<file path="src/rtl/rr_arbiter_if.sv">
// Request/grant bundle between the requesters and the shared-resource arbiter.
// The master drives requests; the slave (arbiter) drives the grant side.
interface rr_arbiter_if #(
    parameter int N_REQ = 4
);
    localparam int IDW = (N_REQ > 1) ? $clog2(N_REQ) : 1;

    logic [N_REQ-1:0] req;
    logic [N_REQ-1:0] gnt;
    logic             gnt_valid;
    logic [IDW-1:0]   gnt_id;
    logic             preempt;

    modport master (
        output req,
        input  gnt,
        input  gnt_valid,
        input  gnt_id,
        input  preempt
    );

    modport slave (
        input  req,
        output gnt,
        output gnt_valid,
        output gnt_id,
        output preempt
    );
endinterface

</file>
<file path="src/rtl/rr_arbiter.sv">
// N-way round-robin / fixed-priority arbiter with grant hold and zero-gap handover.
// Define ARB_TIMEOUT_EN to force release after MAX_HOLD owned cycles.
module rr_arbiter #(
    parameter int N_REQ    = 4,
    parameter int MODE     = 0,
    parameter int MAX_HOLD = 16
) (
    input  logic        clk,
    input  logic        reset,
    rr_arbiter_if.slave bus
);
    localparam int IDW = (N_REQ > 1) ? $clog2(N_REQ) : 1;
    localparam int CW  = $clog2(MAX_HOLD + 1);

`ifdef ARB_TIMEOUT_EN
    localparam bit TO_EN = 1'b1;
`else
    localparam bit TO_EN = 1'b0;
`endif

    typedef enum logic {
        IDLE,
        OWNED
    } state_t;

    state_t           state_q, state_d;
    logic [N_REQ-1:0] gnt_q, gnt_d;
    logic [IDW-1:0]   id_q, id_d;
    logic [IDW-1:0]   ptr_q, ptr_d;
    logic [CW-1:0]    cnt_q, cnt_d;
    logic             pre_q, pre_d;

    logic [N_REQ-1:0] cand;
    logic [IDW:0]     idx;
    logic [IDW-1:0]   win;
    logic             found;
    logic             hold;
    logic             timeout;
    logic             take;

    // Candidate set excludes the current holder so a release or
    // timeout always hands over to someone else.
    always_comb begin
        cand = bus.req;
        if (state_q == OWNED) cand[id_q] = 1'b0;
        found = 1'b0;
        win   = '0;
        idx   = '0;
        for (int i = 0; i < N_REQ; i++) begin
            if (MODE == 0) idx = {1'b0, ptr_q} + (IDW+1)'(i);
            else           idx = (IDW+1)'(i);
            if (idx >= (IDW+1)'(N_REQ)) idx = idx - (IDW+1)'(N_REQ);
            if (!found && cand[idx[IDW-1:0]]) begin
                found = 1'b1;
                win   = idx[IDW-1:0];
            end
        end
    end

    assign hold    = bus.req[id_q];
    assign timeout = TO_EN && (state_q == OWNED) && hold &&
                     (cnt_q == CW'(MAX_HOLD - 1)) && (|cand);

    always_comb begin
        state_d = state_q;
        gnt_d   = gnt_q;
        id_d    = id_q;
        ptr_d   = ptr_q;
        cnt_d   = cnt_q;
        pre_d   = 1'b0;
        take    = 1'b0;
        unique case (state_q)
            IDLE: begin
                take = found;
            end
            OWNED: begin
                if (!hold || timeout) begin
                    take  = found;
                    pre_d = timeout;
                    if (!found) begin
                        state_d = IDLE;
                        gnt_d   = '0;
                        id_d    = '0;
                        cnt_d   = '0;
                    end
                end else if (cnt_q != CW'(MAX_HOLD)) begin
                    cnt_d = cnt_q + 1'b1;
                end
            end
        endcase
        if (take) begin
            state_d    = OWNED;
            gnt_d      = '0;
            gnt_d[win] = 1'b1;
            id_d       = win;
            cnt_d      = '0;
            if (MODE == 0) begin
                ptr_d = (win == IDW'(N_REQ - 1)) ? '0 : win + 1'b1;
            end
        end
    end

    always_ff @(posedge clk) begin
        if (reset) begin
            state_q <= IDLE;
            gnt_q   <= '0;
            id_q    <= '0;
            ptr_q   <= '0;
            cnt_q   <= '0;
            pre_q   <= 1'b0;
        end else begin
            state_q <= state_d;
            gnt_q   <= gnt_d;
            id_q    <= id_d;
            ptr_q   <= ptr_d;
            cnt_q   <= cnt_d;
            pre_q   <= pre_d;
        end
    end

    assign bus.gnt       = gnt_q;
    assign bus.gnt_valid = |gnt_q;
    assign bus.gnt_id    = id_q;
    assign bus.preempt   = TO_EN & pre_q;

endmodule

</file>
<file path="src/flat_wrapper.sv">
// flat-port wrapper written by rule: the top's interface ports become plain ports
module rr_arbiter_flat 
#(
    parameter int N_REQ    = 4,
    parameter int MODE     = 0,
    parameter int MAX_HOLD = 16
)
  (clk, reset, bus_req, bus_gnt, bus_gnt_valid, bus_gnt_id, bus_preempt);
  rr_arbiter_if #(.N_REQ(N_REQ)) bus_i ();
  input  logic clk;
  input  logic reset;
  input wire logic [$bits(bus_i.req)-1:0] bus_req;
  output wire logic [$bits(bus_i.gnt)-1:0] bus_gnt;
  output wire logic [$bits(bus_i.gnt_valid)-1:0] bus_gnt_valid;
  output wire logic [$bits(bus_i.gnt_id)-1:0] bus_gnt_id;
  output wire logic [$bits(bus_i.preempt)-1:0] bus_preempt;
  assign bus_i.req = bus_req;
  assign bus_gnt = bus_i.gnt;
  assign bus_gnt_valid = bus_i.gnt_valid;
  assign bus_gnt_id = bus_i.gnt_id;
  assign bus_preempt = bus_i.preempt;
  rr_arbiter #(.N_REQ(N_REQ), .MODE(MODE), .MAX_HOLD(MAX_HOLD)) u_core (.clk(clk), .reset(reset), .bus(bus_i));
endmodule
</file>
<file path="config.mk">
export PLATFORM = sky130hd
export DESIGN_NAME = rr_arbiter_flat
export DESIGN_NICKNAME = d
export VERILOG_FILES = /design/src/rtl/rr_arbiter_if.sv /design/src/rtl/rr_arbiter.sv /design/src/flat_wrapper.sv
export SDC_FILE = /design/constraint.sdc
export NUM_CORES = 1
export LEC_CHECK = 0
export BUFFER_PORTS_ARGS = -buffer_cell sky130_fd_sc_hd__buf_2
export CAP_MARGIN = 10
export CORE_MARGIN = 3
export CORE_UTILIZATION = 52
export DETAILED_ROUTE_END_ITERATION = 7
export PLACE_DENSITY = 0.72
export SYNTH_ARGS = -nofsm -noshare
export SYNTH_HDL_FRONTEND = slang
export SYNTH_SLANG_ARGS = --single-unit
</file>
<file path="constraint.sdc">
create_clock -name clk -period 2.2 [get_ports clk]
set_input_delay 0.44 -clock clk [delete_from_list [all_inputs] [get_ports clk]]
set_output_delay 0.44 -clock clk [all_outputs]
set_load 0.02 [all_outputs]
</file>
==> qor.yml, run 1 <==
worstSetupEndpointType: "flip-flop"
finClkSkew_ns: 0.00236
finalSetupTns_ns: 0
slew_viol_final: 0
yosys.area_share.simple: 0.227
pwr_density_cell_nw_per_um2: 1000
nNetsFinal: 95
core_area_um2: 1170
rows: 12
synth-compound-area-share: 0.312
antenna_cells: 0
syn_area_um2: 694
drt_iter0_drc: 21
drive_gt1_frac: 0.286
fill_cells: 97
globalplace.congestion: 0.802
status: "complete, no violations"
grtUsageTotal: 0.171
synthToLayoutAreaGrowth_pct: 11.2
cts_buffers: 3
crit_fanout: 12
grt_util_met3: 0.0601
synthMuxAreaShare: 0.0432
synth_top_area_cell: "dfxtp_1"
rsz0062_at_grt: "false"
firstDrtPassIters: 4
wl_mm: 1.44
synth_edf_count: 0
busiest_layer: "met1"
met2_usage: 0.207
post_cts_resized: 0
netlist.area_leader.share: 0.259
use_met1: 0.264
grt_overflow_total: 0
grt_pass1_vias: 520
syn_inst: 70
clk_pin_slew_ns: 0.06
htreeDepth: 1
die_w_um: 42.5
leakagePower_nw: 0.346
synthMostInstantiatedCell: "dfxtp_1"
cp.arrival_ns: 2.14
antenna_found_initial: 0
synthTopCellsByCount: "9 x dfxtp_1, 6 x a22o_1, 4 x ha_1, 4 x inv_1"
timing_worst_setup_path_type: "flip-flop to flip-flop"
async_flop_share: 0
clk_latency_ns: 0.26
synth_adder_area_share: 0.0721
grt_max_degree: 13
io_buffers: 12
startpoint_type: "flip-flop"
synth_top_family_by_area: "compound AO/OA/AOI/OAI gates"
route.vias.total: 617
ys_types: 39
grt_first_pass_wirelength_mm: 2.41
syn_nets: 80
ys.flop_type: "dfxtp_1"
root_buffer: "clkbuf_4"
initial_core_util: 0.593
synth-seq-cells: 9
synth_top_cells_by_area: "dfxtp_1 26%, a22o_1 7.6%, ha_1 7.2%"
synth_warnings: 0
p_total_uw: 776
die_y_um: 42.5
synthXorXnorAreaFrac: 0
ir_worst_vdd_mv: 0.591
io_pins: 14
cp_data_required_time_ns: 2.35
ant_nets: 0
vias_per_cell: 6.30
fmax_mhz: 502
fin_crit_sh: 0.905
cts.sinks: 9
cts_tree: "built"
drt_drc_violations_left: 0
period_minus_slack_ns: 1.99
wl_per_cell_um: 14.7
setup-violations-final: 0
clockBufferDepth: 2
yosysSeqAreaShare: 0.259
dieArea_um2: 1810
postCtsSetupBuffers: 0
syn_avg_cell_area_um2: 9.92
cts_hold_buf: 0
hold_path_class: "primary input to flip-flop"
hold_viol: 0
hpwlAfterDp_mm: 1.09
cap_viol_max_count: 0
-- worst paths after layout --
path	startpoint	to	slack, ns	depth (start not counted)
setup / recovery	u_core.bus.gnt_id[0]$_SDFFE_PP0P_	u_core.bus.gnt[0]$_SDFFE_PP0P_	0.21	6
hold / removal	reset	u_core.state_q$_SDFF_PP0_	0.47	2
setup reg to reg	u_core.bus.gnt_id[0]$_SDFFE_PP0P_	u_core.bus.gnt[0]$_SDFFE_PP0P_	0.21	6
hold reg to reg	u_core.bus.gnt[3]$_SDFFE_PP0P_	u_core.bus.gnt[3]$_SDFFE_PP0P_	0.49	1
-- routing by layer --
layer,vias up,share of wire
li1,300,-
met1,288,0.49
met2,27,0.41
met3,2,0.088
met4,0,0.0056
met5,-,0
-- worst max-delay path, cell delays in order, from the launching register on --
cell	delay [ns]
dfxtp_1	0.54
and3b_1	0.25
a2bb2oi_1	0.14
a311oi_2	0.42
inv_1	0.12
ha_1	0.20
a22o_1	0.20
-- per-stage QoR --
stage / setup WS, ns / std cells / area [µm²] / util / hold slack (ns)
floorplan: 0.304 / 70 / 694 / - / 0.495
global placement: 0.267 / 94 / 746 / 0.637 / 0.474
detailed placement: 0.280 / 94 / 746 / 0.637 / 0.477
CTS: 0.256 / 98 / 772 / 0.659 / 0.459
global route: 0.0816 / 98 / 772 / 0.659 / 0.476
finish: 0.208 / 98 / 772 / 0.659 / 0.473
-- final cells by class --
cell class,count,area (µm²),share of cell area
Timing Repair Buffer,14,75.1,0.0972
Multi-Input combinational cell,53,458,0.593
Inverter,4,15.0,0.0194
Tap cell,14,17.5,0.0227
Clock buffer,4,26.3,0.0340
Sequential cell,9,180,0.233
-- cells in the final DEF (no fill, tap or decap), types with 2 or more instances in the layout --
cell	Yosys	layout
nor2_1	2	2
buf_4	1	2
o22ai_1	3	3
dfxtp_1	9	9
a22o_1	6	6
inv_1	4	4
buf_2	0	12
nand2b_1	3	3
nand2_1	3	3
clkbuf_4	0	3
mux2i_1	3	3
and3b_1	2	2
ha_1	4	4
-- power by group --
group / switching [mW] / internal, mW
sequential: 0.0629 / 0.208
clock: 0.0543 / 0.0697
combinational: 0.212 / 0.169
total: 0.329 / 0.447
-- state kept, by name (all words and copies together), names as in the netlist --
signal / flops
u_core.bus.gnt_id: 2
u_core.bus.gnt: 4
u_core.ptr_q: 2
u_core.state_q: 1
-- cells by family after synthesis --
group	Yosys count
compound gates	23
other cells	1
fa+ha+maj	4
buf+inv	8
mux	3
flops	9
simple gates	22
(Power assumes the default switching activity.)
==> run 2, diff against run 1 <==
- CORE_AREA: default -> 3 3 40 42
- CORE_MARGIN: 3 -> default
- CORE_UTILIZATION: 52 -> default
- DIE_AREA: default -> 0 0 43 45
- clock period: 2.2 -> 2.51 ns (I/O delays scaled with it)
==> qor.yml, run 2 (same netlist as run 1, synthesis figures left out) <==
initial_core_util: 0.540
leakagePower_nw: 0.336
io_pins: 14
die_y_um: 45
grtUsageTotal: 0.165
pwr_density_cell_nw_per_um2: 884
hold_viol: 0
ir_worst_vdd_mv: 0.502
fmax_mhz: 474
grt_overflow_total: 0
cts_tree: "built"
antenna_cells: 0
cts.sinks: 9
grt_max_degree: 14
dieArea_um2: 1940
drt_iter0_drc: 12
clockBufferDepth: 2
p_sw_frac: 0.426
period_minus_slack_ns: 2.11
status: "complete, no violations"
synthToLayoutAreaGrowth_pct: 9.19
post_cts_resized: 0
switching_power_uw: 286
postCtsSetupBuffers: 0
nNetsFinal: 93
cp.arrival_ns: 2.26
dp_cells: 93
setup-violations-final: 0
mostFrequentLayoutCells: "12 x buf_2, 9 x dfxtp_1, 6 x a22o_1"
worstSetupEndpointType: "flip-flop"
root_buffer: "clkbuf_4"
slew_viol_final: 0
globalplace.congestion: 0.803
cp_data_required_time_ns: 2.66
io_buffers: 12
grt_first_pass_wirelength_mm: 2.46
cts_hold_buf: 0
pwr-share-clk: 0.162
multi_input_area_um2: 458
mostFrequentLayoutCell: "buf_2"
fill_cells: 120
route.vias.total: 589
wl_mm: 1.46
antenna_found_initial: 0
rows: 13
power_frac_seq: 0.359
combPwrFrac: 0.478
finClkSkew_ns: 0.000826
clk_latency_ns: 0.25
wl_per_cell_um: 15.0
cts_buffers: 3
drive_gt1_frac: 0.268
die_w_um: 43
drt_drc_violations_left: 0
fin_crit_sh: 0.841
vias_per_cell: 6.07
ant_nets: 0
cap_viol_max_count: 0
hpwlAfterDp_mm: 1.12
rsz0062_at_grt: "false"
largest_reg_flops: 4
internal-power_uw: 385
htreeDepth: 1
crit_fanout: 13
timing_worst_setup_path_type: "flip-flop to flip-flop"
startpoint_type: "flip-flop"
firstDrtPassIters: 4
hold_path_class: "flip-flop to flip-flop"
finalNonFillerCells: 97
core_area_um2: 1280
finalSetupTns_ns: 0
clk_pin_slew_ns: 0.06
seq_area_um2: 180
p_total_uw: 670
grt_pass1_vias: 516
==> run 2: cell types whose count changed in the layout (fill, tap and decap cells not counted) <==
cell	before	now
buf_4	2	0
==> run 2: cell type report <==
type,instances,area share
multi-input combinational,53,0.604
sequential,9,0.238
timing repair buffer,12,0.0792
clock buffer,4,0.0347
tap,15,0.0248
inverter,4,0.0198
==> run 2: metal layers <==
layer,vias up,GRT usage,part of all wire
li1,294,-,-
met2,14,0.234,0.44
met3,0,0.0558,0.052
met1,281,0.249,0.50
met4,0,0.0181,0
met5,-,0,0
==> run 2: critical path, stage by stage (launching register included) <==
cell and delay [ns]:
dfxtp_1 0.59, and3b_1 0.29, o311ai_1 0.11, a211oi_2 0.47, inv_1 0.13, ha_1 0.22, a22o_1 0.20
==> run 2: power by group through the flow <==
stage	Combinational, mW	Sequential [mW]	Clock [mW]
4_1_cts	0.320	0.240	0.114
3_3_place_gp	0.320	0.241	0
6_report	0.321	0.241	0.109
2_1_floorplan	0.252	0.243	0
3_5_place_dp	0.319	0.243	0
5_1_grt	0.350	0.249	0.121
==> run 2: stage by stage <==
| step | setup slack, ns | hold slack (ns) | instance area, µm² | utilization |
|---|---|---|---|---|
| floorplan | 0.614 | 0.495 | 694 | - |
| global placement | 0.447 | 0.473 | 732 | 0.570 |
| detailed placement | 0.446 | 0.478 | 732 | 0.570 |
| CTS | 0.436 | 0.496 | 758 | 0.590 |
| global route | 0.288 | 0.520 | 758 | 0.590 |
| finish | 0.400 | 0.490 | 758 | 0.590 |
==> run 2: path summary, 6_finish.rpt <==
path                                                        start                              to  slack [ns]  cells after the start
worst max-delay path            u_core.bus.gnt_id[1]$_SDFFE_PP0P_  u_core.bus.gnt[0]$_SDFFE_PP0P_        0.40                      6
worst min-delay path               u_core.bus.gnt[3]$_SDFFE_PP0P_  u_core.bus.gnt[3]$_SDFFE_PP0P_        0.49                      1
worst max register to register  u_core.bus.gnt_id[1]$_SDFFE_PP0P_  u_core.bus.gnt[0]$_SDFFE_PP0P_        0.40                      6
worst min register to register     u_core.bus.gnt[3]$_SDFFE_PP0P_  u_core.bus.gnt[3]$_SDFFE_PP0P_        0.49                      1
